$ cat config.mk
export PLATFORM = sky130hd
export DESIGN_NAME = uart_rx
export DESIGN_NICKNAME = d
export VERILOG_FILES = /design/src/rtl/uart_rx.sv
export SDC_FILE = /design/constraint.sdc
export NUM_CORES = 1
export LEC_CHECK = 0
export CAP_MARGIN = 5
export CELL_PAD_IN_SITES_DETAIL_PLACEMENT = 1
export CELL_PAD_IN_SITES_GLOBAL_PLACEMENT = 1
export CORE_ASPECT_RATIO = 0.7
export CORE_UTILIZATION = 52
export CTS_CLUSTER_SIZE = 25
export DETAILED_ROUTE_END_ITERATION = 7
export PLACE_DENSITY = 0.87
export SLEW_MARGIN = 40
export SYNTH_ARGS = -nofsm -noshare
export SYNTH_HDL_FRONTEND = slang
export SYNTH_SLANG_ARGS = --single-unit
$ cat constraint.sdc
create_clock -name clk_sys_i -period 4.8 [get_ports clk_sys_i]
set_input_delay 0.72 -clock clk_sys_i [delete_from_list [all_inputs] [get_ports clk_sys_i]]
set_output_delay 0.72 -clock clk_sys_i [all_outputs]
set_load 0.01 [all_outputs]
$ cat src/rtl/uart_rx.sv
// 8N1 UART receiver: 2-FF input synchroniser, mid-bit sampling FSM and a small
// receive FIFO drained through a valid/ready handshake, with framing/overrun pulses.
module uart_rx #(
    parameter int ClockFrequency = 50_000_000,
    parameter int BaudRate       = 115_200,
    parameter int FifoDepth      = 4
) (
    input  logic                         clk_sys_i,
    input  logic                         rst_sys_i,
    input  logic                         uart_rx_i,
    output logic [7:0]                   rx_data_o,
    output logic                         rx_valid_o,
    input  logic                         rx_ready_i,
    output logic [$clog2(FifoDepth):0]   rx_level_o,
    output logic                         frame_err_o,
    output logic                         overrun_o
);

    localparam int ClocksPerBit = ClockFrequency / BaudRate;
    localparam int CntW         = $clog2(ClocksPerBit);
    localparam int AddrW        = $clog2(FifoDepth);

    localparam logic [CntW-1:0] CntLast = CntW'(ClocksPerBit - 1);
    localparam logic [CntW-1:0] CntHalf = CntW'(ClocksPerBit / 2 - 1);

    typedef enum logic [2:0] {
        StIdle,
        StStart,
        StData,
        StStop,
        StBreak
    } state_e;

    // Handshake: a byte leaves the FIFO on a clock edge where rx_valid_o && rx_ready_i;
    // rx_data_o holds steady while rx_valid_o && !rx_ready_i.

    logic [1:0]      sync_q;
    logic            rx_s;
    state_e          state_q, state_d;
    logic [CntW-1:0] cnt_q, cnt_d;
    logic [2:0]      idx_q, idx_d;
    logic [7:0]      sh_q, sh_d;
    logic            push;
    logic            frame_err_q, frame_err_d;
    logic            overrun_q, overrun_d;

    logic [7:0]      mem_q [FifoDepth];
    logic [AddrW:0]  wr_ptr_q, rd_ptr_q;
    logic            fifo_full, fifo_empty, pop, wr_en;

    assign rx_s = sync_q[1];

    always_ff @(posedge clk_sys_i) begin
        if (rst_sys_i) begin
            sync_q <= 2'b11;
        end else begin
            sync_q <= {sync_q[0], uart_rx_i};
        end
    end

    always_ff @(posedge clk_sys_i) begin
        if (rst_sys_i) begin
            state_q     <= StIdle;
            cnt_q       <= '0;
            idx_q       <= '0;
            sh_q        <= '0;
            frame_err_q <= 1'b0;
            overrun_q   <= 1'b0;
        end else begin
            state_q     <= state_d;
            cnt_q       <= cnt_d;
            idx_q       <= idx_d;
            sh_q        <= sh_d;
            frame_err_q <= frame_err_d;
            overrun_q   <= overrun_d;
        end
    end

    always_comb begin
        state_d     = state_q;
        cnt_d       = cnt_q;
        idx_d       = idx_q;
        sh_d        = sh_q;
        push        = 1'b0;
        frame_err_d = 1'b0;
        unique case (state_q)
            StIdle: begin
                cnt_d = '0;
                if (!rx_s) begin
                    state_d = StStart;
                end
            end
            StStart: begin
                if (cnt_q == CntHalf) begin
                    cnt_d = '0;
                    idx_d = '0;
                    // A line back high at mid start bit is treated as noise.
                    state_d = rx_s ? StIdle : StData;
                end else begin
                    cnt_d = cnt_q + 1'b1;
                end
            end
            StData: begin
                if (cnt_q == CntLast) begin
                    cnt_d       = '0;
                    sh_d[idx_q] = rx_s;
                    if (idx_q == 3'd7) begin
                        state_d = StStop;
                    end else begin
                        idx_d = idx_q + 1'b1;
                    end
                end else begin
                    cnt_d = cnt_q + 1'b1;
                end
            end
            StStop: begin
                if (cnt_q == CntLast) begin
                    cnt_d = '0;
                    if (rx_s) begin
                        push    = 1'b1;
                        state_d = StIdle;
                    end else begin
                        frame_err_d = 1'b1;
                        state_d     = StBreak;
                    end
                end else begin
                    cnt_d = cnt_q + 1'b1;
                end
            end
            StBreak: begin
                // Hold here so a stuck-low line reports a single framing error.
                if (rx_s) begin
                    state_d = StIdle;
                end
            end
            default: begin
                state_d = StIdle;
            end
        endcase
    end

    assign fifo_empty = (wr_ptr_q == rd_ptr_q);
    assign fifo_full  = ((wr_ptr_q ^ rd_ptr_q) == {1'b1, {AddrW{1'b0}}});
    assign pop        = !fifo_empty && rx_ready_i;
    // When full, a simultaneous pop frees the head slot that the write lands in.
    assign wr_en      = push && (!fifo_full || pop);
    assign overrun_d  = push && fifo_full && !pop;

    always_ff @(posedge clk_sys_i) begin
        if (rst_sys_i) begin
            wr_ptr_q <= '0;
            rd_ptr_q <= '0;
            for (int i = 0; i < FifoDepth; i++) begin
                mem_q[i] <= '0;
            end
        end else begin
            if (wr_en) begin
                mem_q[wr_ptr_q[AddrW-1:0]] <= sh_q;
                wr_ptr_q                   <= wr_ptr_q + 1'b1;
            end
            if (pop) begin
                rd_ptr_q <= rd_ptr_q + 1'b1;
            end
        end
    end

    assign rx_data_o   = mem_q[rd_ptr_q[AddrW-1:0]];
    assign rx_valid_o  = !fifo_empty;
    assign rx_level_o  = wr_ptr_q - rd_ptr_q;
    assign frame_err_o = frame_err_q;
    assign overrun_o   = overrun_q;

endmodule

# After elaboration in Yosys (flattened, before gate mapping)
# Memory sizes are Yosys's and may differ from the RTL's. A register that Yosys moved wholly into a read port is not among the register bits.
# Index checks and enable logic that the tools add are counted.
dict set report totals {
  latchBits 0
  ff_bits 33
  output_inout_bits 14
  ram_bits 32
  n_memories 1
  mem_bits_ro 0
  inputBits 4
  word_cells 87
}
# name depth word_bits read_ports rd_ports_with_merged_regs write_ports line_no
set memory_table {}
lappend memory_table {mem_q 4 8 1 1 4 47} ;# logic [7:0] mem_q [FifoDepth];
dict set report op_classes {
  n_mux 33
  n_eq_ne 16
  bitwise_logic 3
  magnitude_cmp 2
  addsub 5
  reduce_logical 18
  n_shift 0
  div_mod_pow 0
  mul 0
}
# cell count
set ops {}
lappend ops {{two-way mux 3 bit} 10}
lappend ops {{one-hot mux 9 bit (3 select lines)} 1}
lappend ops {{two-way mux 9 bit} 2}
lappend ops {{one-hot mux 3 bit (5 select lines)} 1}
lappend ops {{inequality test 2 bit, second input constant} 7}
lappend ops {{two-way mux 1 bit} 11}
lappend ops {{adder 3 x 1 -> 3 bit, second input constant} 3}
lappend ops {{adder 9 x 1 -> 9 bit, second input constant} 1}
lappend ops {{== test 3 bit, second input constant} 3}
lappend ops {{== test 9 x 8 -> 1 bit, second input constant} 1}
lappend ops {{== test 9 bit, second input constant} 1}
lappend ops {{bitwise mux 8 bit} 1}
lappend ops {{two-way mux 2 bit} 4}
lappend ops {{two-way mux 8 bit} 1}
lappend ops {{OR reduction 8 bit} 1}
lappend ops {{== test 3 x 2 -> 1 bit, second input constant} 2}
lappend ops {{one-hot mux 3 bit (2 select lines)} 1}
lappend ops {{AND reduction 6 bit} 1}
lappend ops {{logical AND 1 bit} 5}
lappend ops {{less-than comparator 3 x 4 -> 1 bit, second input constant} 1}
lappend ops {{AND reduction 4 bit} 1}
lappend ops {{demux 1 bit (select 3 bit)} 1}
lappend ops {{== test 3 x 1 -> 1 bit, second input constant} 1}
lappend ops {{== test 3 bit} 1}
lappend ops {{12 further kinds} 15}

# Depth between registers and ports, before layout
# Gate-level depths: netlist (run 1).
dict set report depth {
  ltp_word 10
  depth_mapped 8
}

# Least setup slack after synthesis (run 1)
# OpenSTA, ideal clock, no wires.
dict set report synth_path {
  path_kind {register -> register}
  from {register wr_ptr_q[0]}
  to {memory mem_q[3][0], enable pin}
  arrival_time_ps 2000
  slack_ps 2413
  required_ps 4413
  period_less_slack_ps 2387
  n_path_buf 0
  stages_incl_launch_ff 6
  cell_sequence {dfxtp_1 inv_1 ha_1 nand3b_1 o2111ai_2 o31ai_1}
}
# element line_no
set synth_lines {}
lappend synth_lines {{from (decl)} 48} ;# logic [AddrW:0] wr_ptr_q, rd_ptr_q;
lappend synth_lines {{from (signal assigned)} 159} ;# wr_ptr_q <= wr_ptr_q + 1'b1;
lappend synth_lines {{to (decl)} 47}

# Worst setup path after layout (run 1)
dict set report layout_path {
  from {register wr_ptr_q[0]}
  to {output port rx_level_o[2]}
}
dict set report layout_via {
  elab_chain_cells 1
}
# element line_no
set layout_lines {}
lappend layout_lines {{subtractor 3 bit} 169} ;# assign rx_level_o = wr_ptr_q - rd_ptr_q;
lappend layout_lines {{to (decl)} 14} ;# output logic [$clog2(FifoDepth):0] rx_level_o,
# Every way passes these cells.

==> impl_metrics.sql, run 1 <==
INSERT INTO impl_metrics (metric_group, metric, value, unit) VALUES
('floorplanning', 'core_region_area', '0.00622', 'mm^2'),
('sta', 'report.final.slew_viol_count', '0', ''),
('yosys', 'post_syn_area_per_cell', '11.2', 'um^2'),
('clock_tree', 'post_cts_sizing', '0', ''),
('power_and_ir_drop', 'swShare', '0.222', ''),
('layout', 'antennaDiodeCount', '0', ''),
('floorplanning', 'initial_core_utilization', '0.537', ''),
('global_route', 'first_pass_grt_wire_length', '13.3', 'mm'),
('yosys', 'yosysSeqAreaShare', '0.498', ''),
('layout', 'area.sequential', '0.00166', 'mm^2'),
('status', 'outcome', 'finished clean', ''),
('global_route', 'gr-usage-all-layers', '0.269', ''),
('sta', 'timing.fmax', '315', 'MHz'),
('layout', 'final_core_util', '0.598', ''),
('yosys', 'yosys_warnings', '0', ''),
('sta', 'setup_repair_after_global_routing_missed_its_margin', 'no', ''),
('layout', 'multiInputGateArea', '0.00157', 'mm^2'),
('sta', 'clock-skew-final', '0.0103', 'ns'),
('detailed_routing', 'dr.first_iter.drc_count', '170', ''),
('layout', 'layout-drive-gt1-share', '0.132', ''),
('yosys', 'netlist_area', '0.00334', 'mm^2'),
('detailed_routing', 'detail_route.drc_violations', '0', ''),
('critical_path', 'rr_worst_depth', '5', ''),
('critical_path', 'crit_path_max_incr_delay', '0.57', 'ns'),
('detailed_routing', 'first_pass_iters', '4', ''),
('sta', 'min_period_over_period', '0.661', ''),
('yosys', 'synth_top_cell_by_area', 'sky130_fd_sc_hd__edfxtp_1', ''),
('power_and_ir_drop', 'design_internal_power', '0.849', 'mW'),
('global_route', 'grt_start_max_net_pins', '27', ''),
('critical_path', 'path_max_fanout', '4', ''),
('clock_tree', 'cts.repair_timing.setup_buffer_count', '0', ''),
('detailed_routing', 'finalWirelength', '8.21', 'mm'),
('critical_path', 'rrSetupSlack', '2.18', 'ns'),
('power_and_ir_drop', 'vdd.ir_drop.worst', '0.000173', 'V'),
('yosys', 'postSynth.topFlopCell', 'sky130_fd_sc_hd__dfxtp_1', ''),
('sta', 'final.min_clock_period', '3.17', 'ns'),
('worst_hold_path', 'hold_path_class', 'flop to flop', ''),
('yosys', 'dominant_cells_by_area_after_synthesis', 'sky130_fd_sc_hd__edfxtp_1, sky130_fd_sc_hd__dfxtp_1, sky130_fd_sc_hd__and2_1, sky130_fd_sc_hd__mux4_2, sky130_fd_sc_hd__nand2_1', ''),
('yosys', 'post_syn_instances', '297', ''),
('floorplanning', 'top_level_ports', '18', ''),
('critical_path', 'critPathBufInv', '2', ''),
('place', 'global_placer_s_final_weighted_congestion', '0.809', ''),
('floorplanning', 'die-height', '69.0', 'um'),
('clock_tree', 'clkLatencyLatePin', '0.35', 'ns'),
('critical_path', 'rr_endpoint', 'mem_q[3][6]', ''),
('sta', 'final_setup_viols', '0', ''),
('floorplanning', 'die_width', '97.7', 'um'),
('floorplanning', 'placement_rows', '24', ''),
('clock_tree', 'cts-root-to-sink-buffers', '2', ''),
('clock_tree', 'cts_tree', 'done', ''),
('global_route', 'number_of_antenna_violations_at_the_first_check_in_global_routing', '0', ''),
('power_and_ir_drop', 'comb_power_share', '0.045', ''),
('place', 'port_buffers', '17', ''),
('critical_path', 'critical_path_required', '4.08', 'ns'),
('detailed_routing', 'route.vias.total', '2355', ''),
('critical_path', 'worstSetupEndpointType', 'output port', ''),
('critical_path', 'rr_startpoint', 'wr_ptr_q[0]', ''),
('power_and_ir_drop', 'power_frac_clock', '0.386', ''),
('clock_tree', 'cts.sink_count', '67', ''),
('yosys', 'synthDistinctLibCells', '50', ''),
('detailed_routing', 'antenna_violating_nets_post_route', '0', ''),
('yosys', 'synth_commonest_cells', 'sky130_fd_sc_hd__and2_1, sky130_fd_sc_hd__dfxtp_1, sky130_fd_sc_hd__edfxtp_1, sky130_fd_sc_hd__nand2_1', ''),
('yosys', 'postSynth.asyncResetShare', '0', ''),
('yosys', 'synth_nets', '311', ''),
('critical_path', 'startpoint_type', 'flop', ''),
('detailed_routing', 'routed_via_density', '5.96', ''),
('sta', 'fin_worst_hold_slack', '0.425', 'ns'),
('layout', 'fin_nets', '326', ''),
('critical_path', 'timing.critical_path.cells', 'inv_1, ha_1, fa_1, xnor2_1, clkdlybuf4s50_1', ''),
('clock_tree', 'ctsHtreeMaxLevel', '3', ''),
('critical_path', 'arrival_time_of_the_worst_setup_path', '2.45', 'ns');
-- registers in the layout, summed over array words and instances, names as in the netlist, named ones only --
signal       count
cnt_q            9
mem_q           32
sh_q             8
idx_q            3
sync_q           2
overrun_o        1
rd_ptr_q         3
frame_err_o      1
wr_ptr_q         3
state_q          3
-- placed cells by master, fill, tap and decap left out, drive strengths merged, types with 3 or more instances in the layout --
cell type / count
nor4: 5
o22ai: 8
clkbuf: 14
o21a: 3
ha: 9
dfxtp: 35
nor2: 13
xnor2: 4
inv: 10
o311ai: 4
clkdlybuf4s50: 17
and2: 35
o21ai: 9
xor2: 3
mux4: 8
edfxtp: 32
nand2: 32
mux2i: 10
a21oi: 12
nor3: 5
and4b: 3
nand3: 9
nor2b: 4
or3: 3
or2: 5
-- power groups by stage --
stage                     clock (mW)  combinational (mW)  sequential (mW)
after floorplan                    0              0.0323            0.628
after global placement             0              0.0457            0.633
after detailed placement           0              0.0485            0.634
after CTS                      0.431              0.0489            0.621
after global routing           0.450              0.0517            0.623
final                          0.422              0.0486            0.622
-- cells by family (layout without fill, tap and decap cells) --
group / Yosys count / count (layout) / share of synthesized area
and+or+nand+nor: 126 / 126 / 0.231
DFF: 67 / 67 / 0.498
AOI/OAI and AO/OA: 44 / 44 / 0.0911
buffers and inverters: 24 / 44 / 0.0341
muxes: 19 / 19 / 0.0874
adders and majority gates: 10 / 10 / 0.0398
xor gates and xnor gates: 7 / 7 / 0.0184
-- final cells by class --
| cell class | count | share of cell area |
|---|---|---|
| clock buffer | 14 | 0.0437 |
| clock inverter | 2 | 0.00336 |
| inverter | 10 | 0.0101 |
| multi-input combinational | 206 | 0.422 |
| sequential | 67 | 0.447 |
| tap | 78 | 0.0262 |
| timing repair buffer | 18 | 0.0478 |
-- per-layer routing --
| layer | part of all wire | global-route usage |
|---|---|---|
| met5 | 0 | 0 |
| met4 | 0.020 | 0.109 |
| met3 | 0.051 | 0.0730 |
| met2 | 0.44 | 0.403 |
| met1 | 0.49 | 0.372 |
-- how the worst max path moves through the flow --
stage                 from             to  slack [ns]  depth (start not counted)
3_5_place_dp     rst_sys_i    mem_q[0][4]        1.58                          6
2_1_floorplan  wr_ptr_q[0]    mem_q[3][0]        2.41                          5
4_1_cts        wr_ptr_q[0]  rx_level_o[2]        1.62                          5
5_1_grt        wr_ptr_q[0]  rx_level_o[2]        1.54                          5
6_report       wr_ptr_q[0]  rx_level_o[2]        1.63                          5
3_3_place_gp     rst_sys_i    mem_q[1][4]        1.73                          6
-- worst register-to-register path, delay by kind of cell (launching register included) --
kind | cells | cell delay [ns]
AO/OA/AOI/OAI | 2 | 0.92
flip-flops | 1 | 0.50
adder cells (fa/ha/maj) | 1 | 0.40
buffers and inverters | 1 | 0.22
AND/OR/NAND/NOR | 1 | 0.21
-- through the flow --
step	cell area, um^2	std cells	power, mW	setup WS [ns]
5_1_grt	3720	395	1.12	1.54
3_5_place_dp	3540	379	0.683	1.58
3_3_place_gp	3530	379	0.678	1.73
6_report	3720	395	1.09	1.63
4_1_cts	3710	395	1.10	1.62
2_1_floorplan	3340	297	0.660	2.41
No activity file was read; power rests on OpenSTA's default activity.
==> run 2: changes to the inputs <==
CORE_UTILIZATION = 43   (was 52)
PLACE_DENSITY = 0.77   (was 0.87)
clock period = 2.9 ns   (was 4.8 ns; I/O delays follow)
==> run 2 against run 1 <==
Net effect:
- first-iteration DRC count fell by 24%
- critical path depth fell by 1
- via count fell by 4.0%
- worst setup slack got worse by 1.4 ns
- register-to-register slack got worse by 1.6 ns
- sequential power rose by 64%
- critical endpoint unchanged
- largest power group unchanged
==> impl_metrics.sql, run 2 (synthesis results as in run 1) <==
INSERT INTO impl_metrics (metric_group, metric, value, unit) VALUES
('status', 'outcome', 'finished clean', ''),
('sta', 'clock-skew-final', '0.00904', 'ns'),
('detailed_routing', 'dr.first_iter.drc_count', '130', ''),
('clock_tree', 'cts.sink_count', '67', ''),
('global_route', 'globalRoute.totalOverflow', '0', ''),
('critical_path', 'path_max_fanout', '6', ''),
('layout', 'largest_registers', 'mem_q (32), cnt_q (9), sh_q (8)', ''),
('sta', 'slew_headroom', '0.573', ''),
('layout', 'area_delta_synth_final', '13.6', '%'),
('detailed_routing', 'drt-wirelength-per-cell', '17.5', 'um'),
('detailed_routing', 'detail_route.drc_violations', '0', ''),
('worst_hold_path', 'hold_path_class', 'flop to flop', ''),
('global_route', 'first_global_vias', '2239', ''),
('critical_path', 'critical_path_required', '2.47', 'ns'),
('clock_tree', 'ctsHtreeMaxLevel', '3', ''),
('place', 'port_buffers', '17', ''),
('critical_path', 'worstSetupEndpointType', 'output port', ''),
('layout', 'layout.cells.most_common', 'sky130_fd_sc_hd__and2_1', ''),
('detailed_routing', 'route.vias.total', '2261', ''),
('critical_path', 'rr_startpoint', 'wr_ptr_q[0]', ''),
('critical_path', 'worstSetupStartpoint', 'wr_ptr_q[1]', ''),
('global_route', 'grt_start_max_net_pins', '26', ''),
('layout', 'mostFrequentLayoutCells', 'sky130_fd_sc_hd__and2_1, sky130_fd_sc_hd__dfxtp_1, sky130_fd_sc_hd__nand2_1, sky130_fd_sc_hd__edfxtp_1, sky130_fd_sc_hd__clkdlybuf4s50_1', ''),
('clock_tree', 'clkLatencyLatePin', '0.35', 'ns'),
('critical_path', 'crit_path_max_incr_delay', '0.56', 'ns'),
('critical_path', 'crit_type', 'flop to output port', ''),
('sta', 'tightest_slew', '0.640', 'ns'),
('layout', 'largest_register', 'mem_q', ''),
('clock_tree', 'cts-hold-fix-buffers', '0', ''),
('run', 'max_cap_viol_count', '0', ''),
('critical_path', 'rrSetupSlack', '0.55', 'ns'),
('clock_tree', 'post_cts_sizing', '0', ''),
('sta', 'fin_worst_hold_slack', '0.415', 'ns'),
('detailed_routing', 'first_pass_iters', '4', ''),
('layout', 'largest_register_ff_count', '32', ''),
('detailed_routing', 'finalWirelength', '7.33', 'mm'),
('clock_tree', 'clk_pin_slew_worst_paths', '0.07', 'ns'),
('clock_tree', 'cts_tree', 'done', ''),
('critical_path', 'arrival_time_of_the_worst_setup_path', '2.28', 'ns'),
('sta', 'timing.fmax', '369', 'MHz'),
('place', 'place_hpwl', '5.26', 'mm'),
('floorplanning', 'die-height', '75.7', 'um'),
('clock_tree', 'cts-root-to-sink-buffers', '2', ''),
('power_and_ir_drop', 'vdd.ir_drop.worst', '0.000226', 'V'),
('layout', 'fin_nets', '330', ''),
('floorplanning', 'placement_rows', '26', ''),
('clock_tree', 'cts.repair_timing.setup_buffer_count', '0', ''),
('clock_tree', 'clk_root_buf', 'sky130_fd_sc_hd__clkbuf_8', ''),
('floorplanning', 'die_area', '0.00812', 'mm^2'),
('power_and_ir_drop', 'powerDensity', '501', 'mW/mm^2'),
('critical_path', 'timing.critical_path.cells', 'inv_1, fa_1, xnor2_1, clkdlybuf4s50_1', ''),
('layout', 'layout-drive-gt1-share', '0.150', ''),
('critical_path', 'rr_endpoint', 'mem_q[0][0]', ''),
('critical_path', 'cpMaxStageDelayCell', 'sky130_fd_sc_hd__clkdlybuf4s50_1', ''),
('detailed_routing', 'routed_via_density', '5.40', ''),
('global_route', 'first_pass_grt_wire_length', '12.1', 'mm'),
('sta', 'hold_viol', '0', ''),
('layout', 'layout.filler_cells', '799', ''),
('sta', 'report.final.slew_viol_count', '0', ''),
('layout', 'antennaDiodeCount', '0', ''),
('floorplanning', 'die_width', '107', 'um'),
('sta', 'final.min_clock_period', '2.71', 'ns'),
('layout', 'multiInputGateArea', '0.00156', 'mm^2'),
('clock_tree', 'numCtsBuffers', '9', ''),
('sta', 'final_setup_viols', '0', ''),
('place', 'global_placer_s_final_weighted_congestion', '0.765', ''),
('layout', 'area.sequential', '0.00166', 'mm^2'),
('global_route', 'number_of_antenna_violations_at_the_first_check_in_global_routing', '0', ''),
('critical_path', 'worst_setup_path_endpoint', 'rx_level_o[2]', ''),
('critical_path', 'startpoint_type', 'flop', ''),
('floorplanning', 'initial_core_utilization', '0.450', ''),
('power_and_ir_drop', 'power_leakage', '1.37', 'nW'),
('power_and_ir_drop', 'p_total', '1.90', 'mW'),
('floorplanning', 'core_region_area', '0.00742', 'mm^2'),
('sta', 'tns', '0', 'ns'),
('floorplanning', 'top_level_ports', '18', ''),
('global_route', 'gr-usage-all-layers', '0.206', ''),
('sta', 'min_period_over_period', '0.935', ''),
('sta', 'setup_repair_after_global_routing_missed_its_margin', 'no', ''),
('detailed_routing', 'antenna_violating_nets_post_route', '0', ''),
('critical_path', 'rr_worst_depth', '6', '');
## run 2: changes by cell type in the layout (fill, tap and decap cells not counted), moves of 2 or more
cell,change
sky130_fd_sc_hd__buf_4,+4
sky130_fd_sc_hd__clkbuf_1,-3
sky130_fd_sc_hd__clkbuf_8,-2
sky130_fd_sc_hd__clkinv_4,+2
sky130_fd_sc_hd__inv_6,+2
## run 2: per-layer routing
metal	wire, um	up-vias	track usage
met2	3240	43	0.315
met1	3680	1096	0.287
met3	351	7	0.0642
met5	0	-	0
li1	-	1115	-
met4	57	0	0.0502
## run 2: through the flow
| stage | worst slack [ns] | std cells | utilization | area, um^2 |
|---|---|---|---|---|
| after global placement | 0.526 | 403 | 0.484 | 3590 |
| final | 0.187 | 419 | 0.511 | 3790 |
| after CTS | 0.0957 | 419 | 0.511 | 3790 |
| after floorplan | 0.513 | 297 | - | 3340 |
| after detailed placement | 0.440 | 403 | 0.484 | 3590 |
| after global routing | 0.105 | 419 | 0.511 | 3790 |
## run 2: how the worst min path moves through the flow
| stage | slack (ns) | end | start | cells past startpoint |
|---|---|---|---|---|
| after floorplan | 0.39 | sync_q[1] | sync_q[0] | 1 |
| after global placement | 0.39 | sync_q[1] | sync_q[0] | 1 |
| after detailed placement | 0.40 | sync_q[1] | sync_q[0] | 1 |
| after CTS | 0.42 | sync_q[1] | sync_q[0] | 1 |
| after global routing | 0.43 | sync_q[1] | sync_q[0] | 1 |
| final | 0.41 | sync_q[1] | sync_q[0] | 1 |
## run 2: critical path: cells and delay by family, from the launching register on
family | cells | cell delay (ns)
flops | 1 | 0.54
buf+inv | 2 | 0.77
xor+xnor | 1 | 0.17
fa+ha+maj | 1 | 0.46
## run 2: report_power, final
part	internal (mW)	switching [mW]
clock	0.403	0.391
combinational	0.0370	0.0444
sequential	1.01	0.0114
total	1.45	0.447
## run 2: final cells by class
type | count | area share
Clock buffer | 9 | 0.0327
Clock inverter | 7 | 0.0198
Inverter | 10 | 0.00990
Multi-Input combinational cell | 206 | 0.412
Sequential cell | 67 | 0.439
Tap cell | 98 | 0.0324
Timing Repair Buffer | 22 | 0.0548
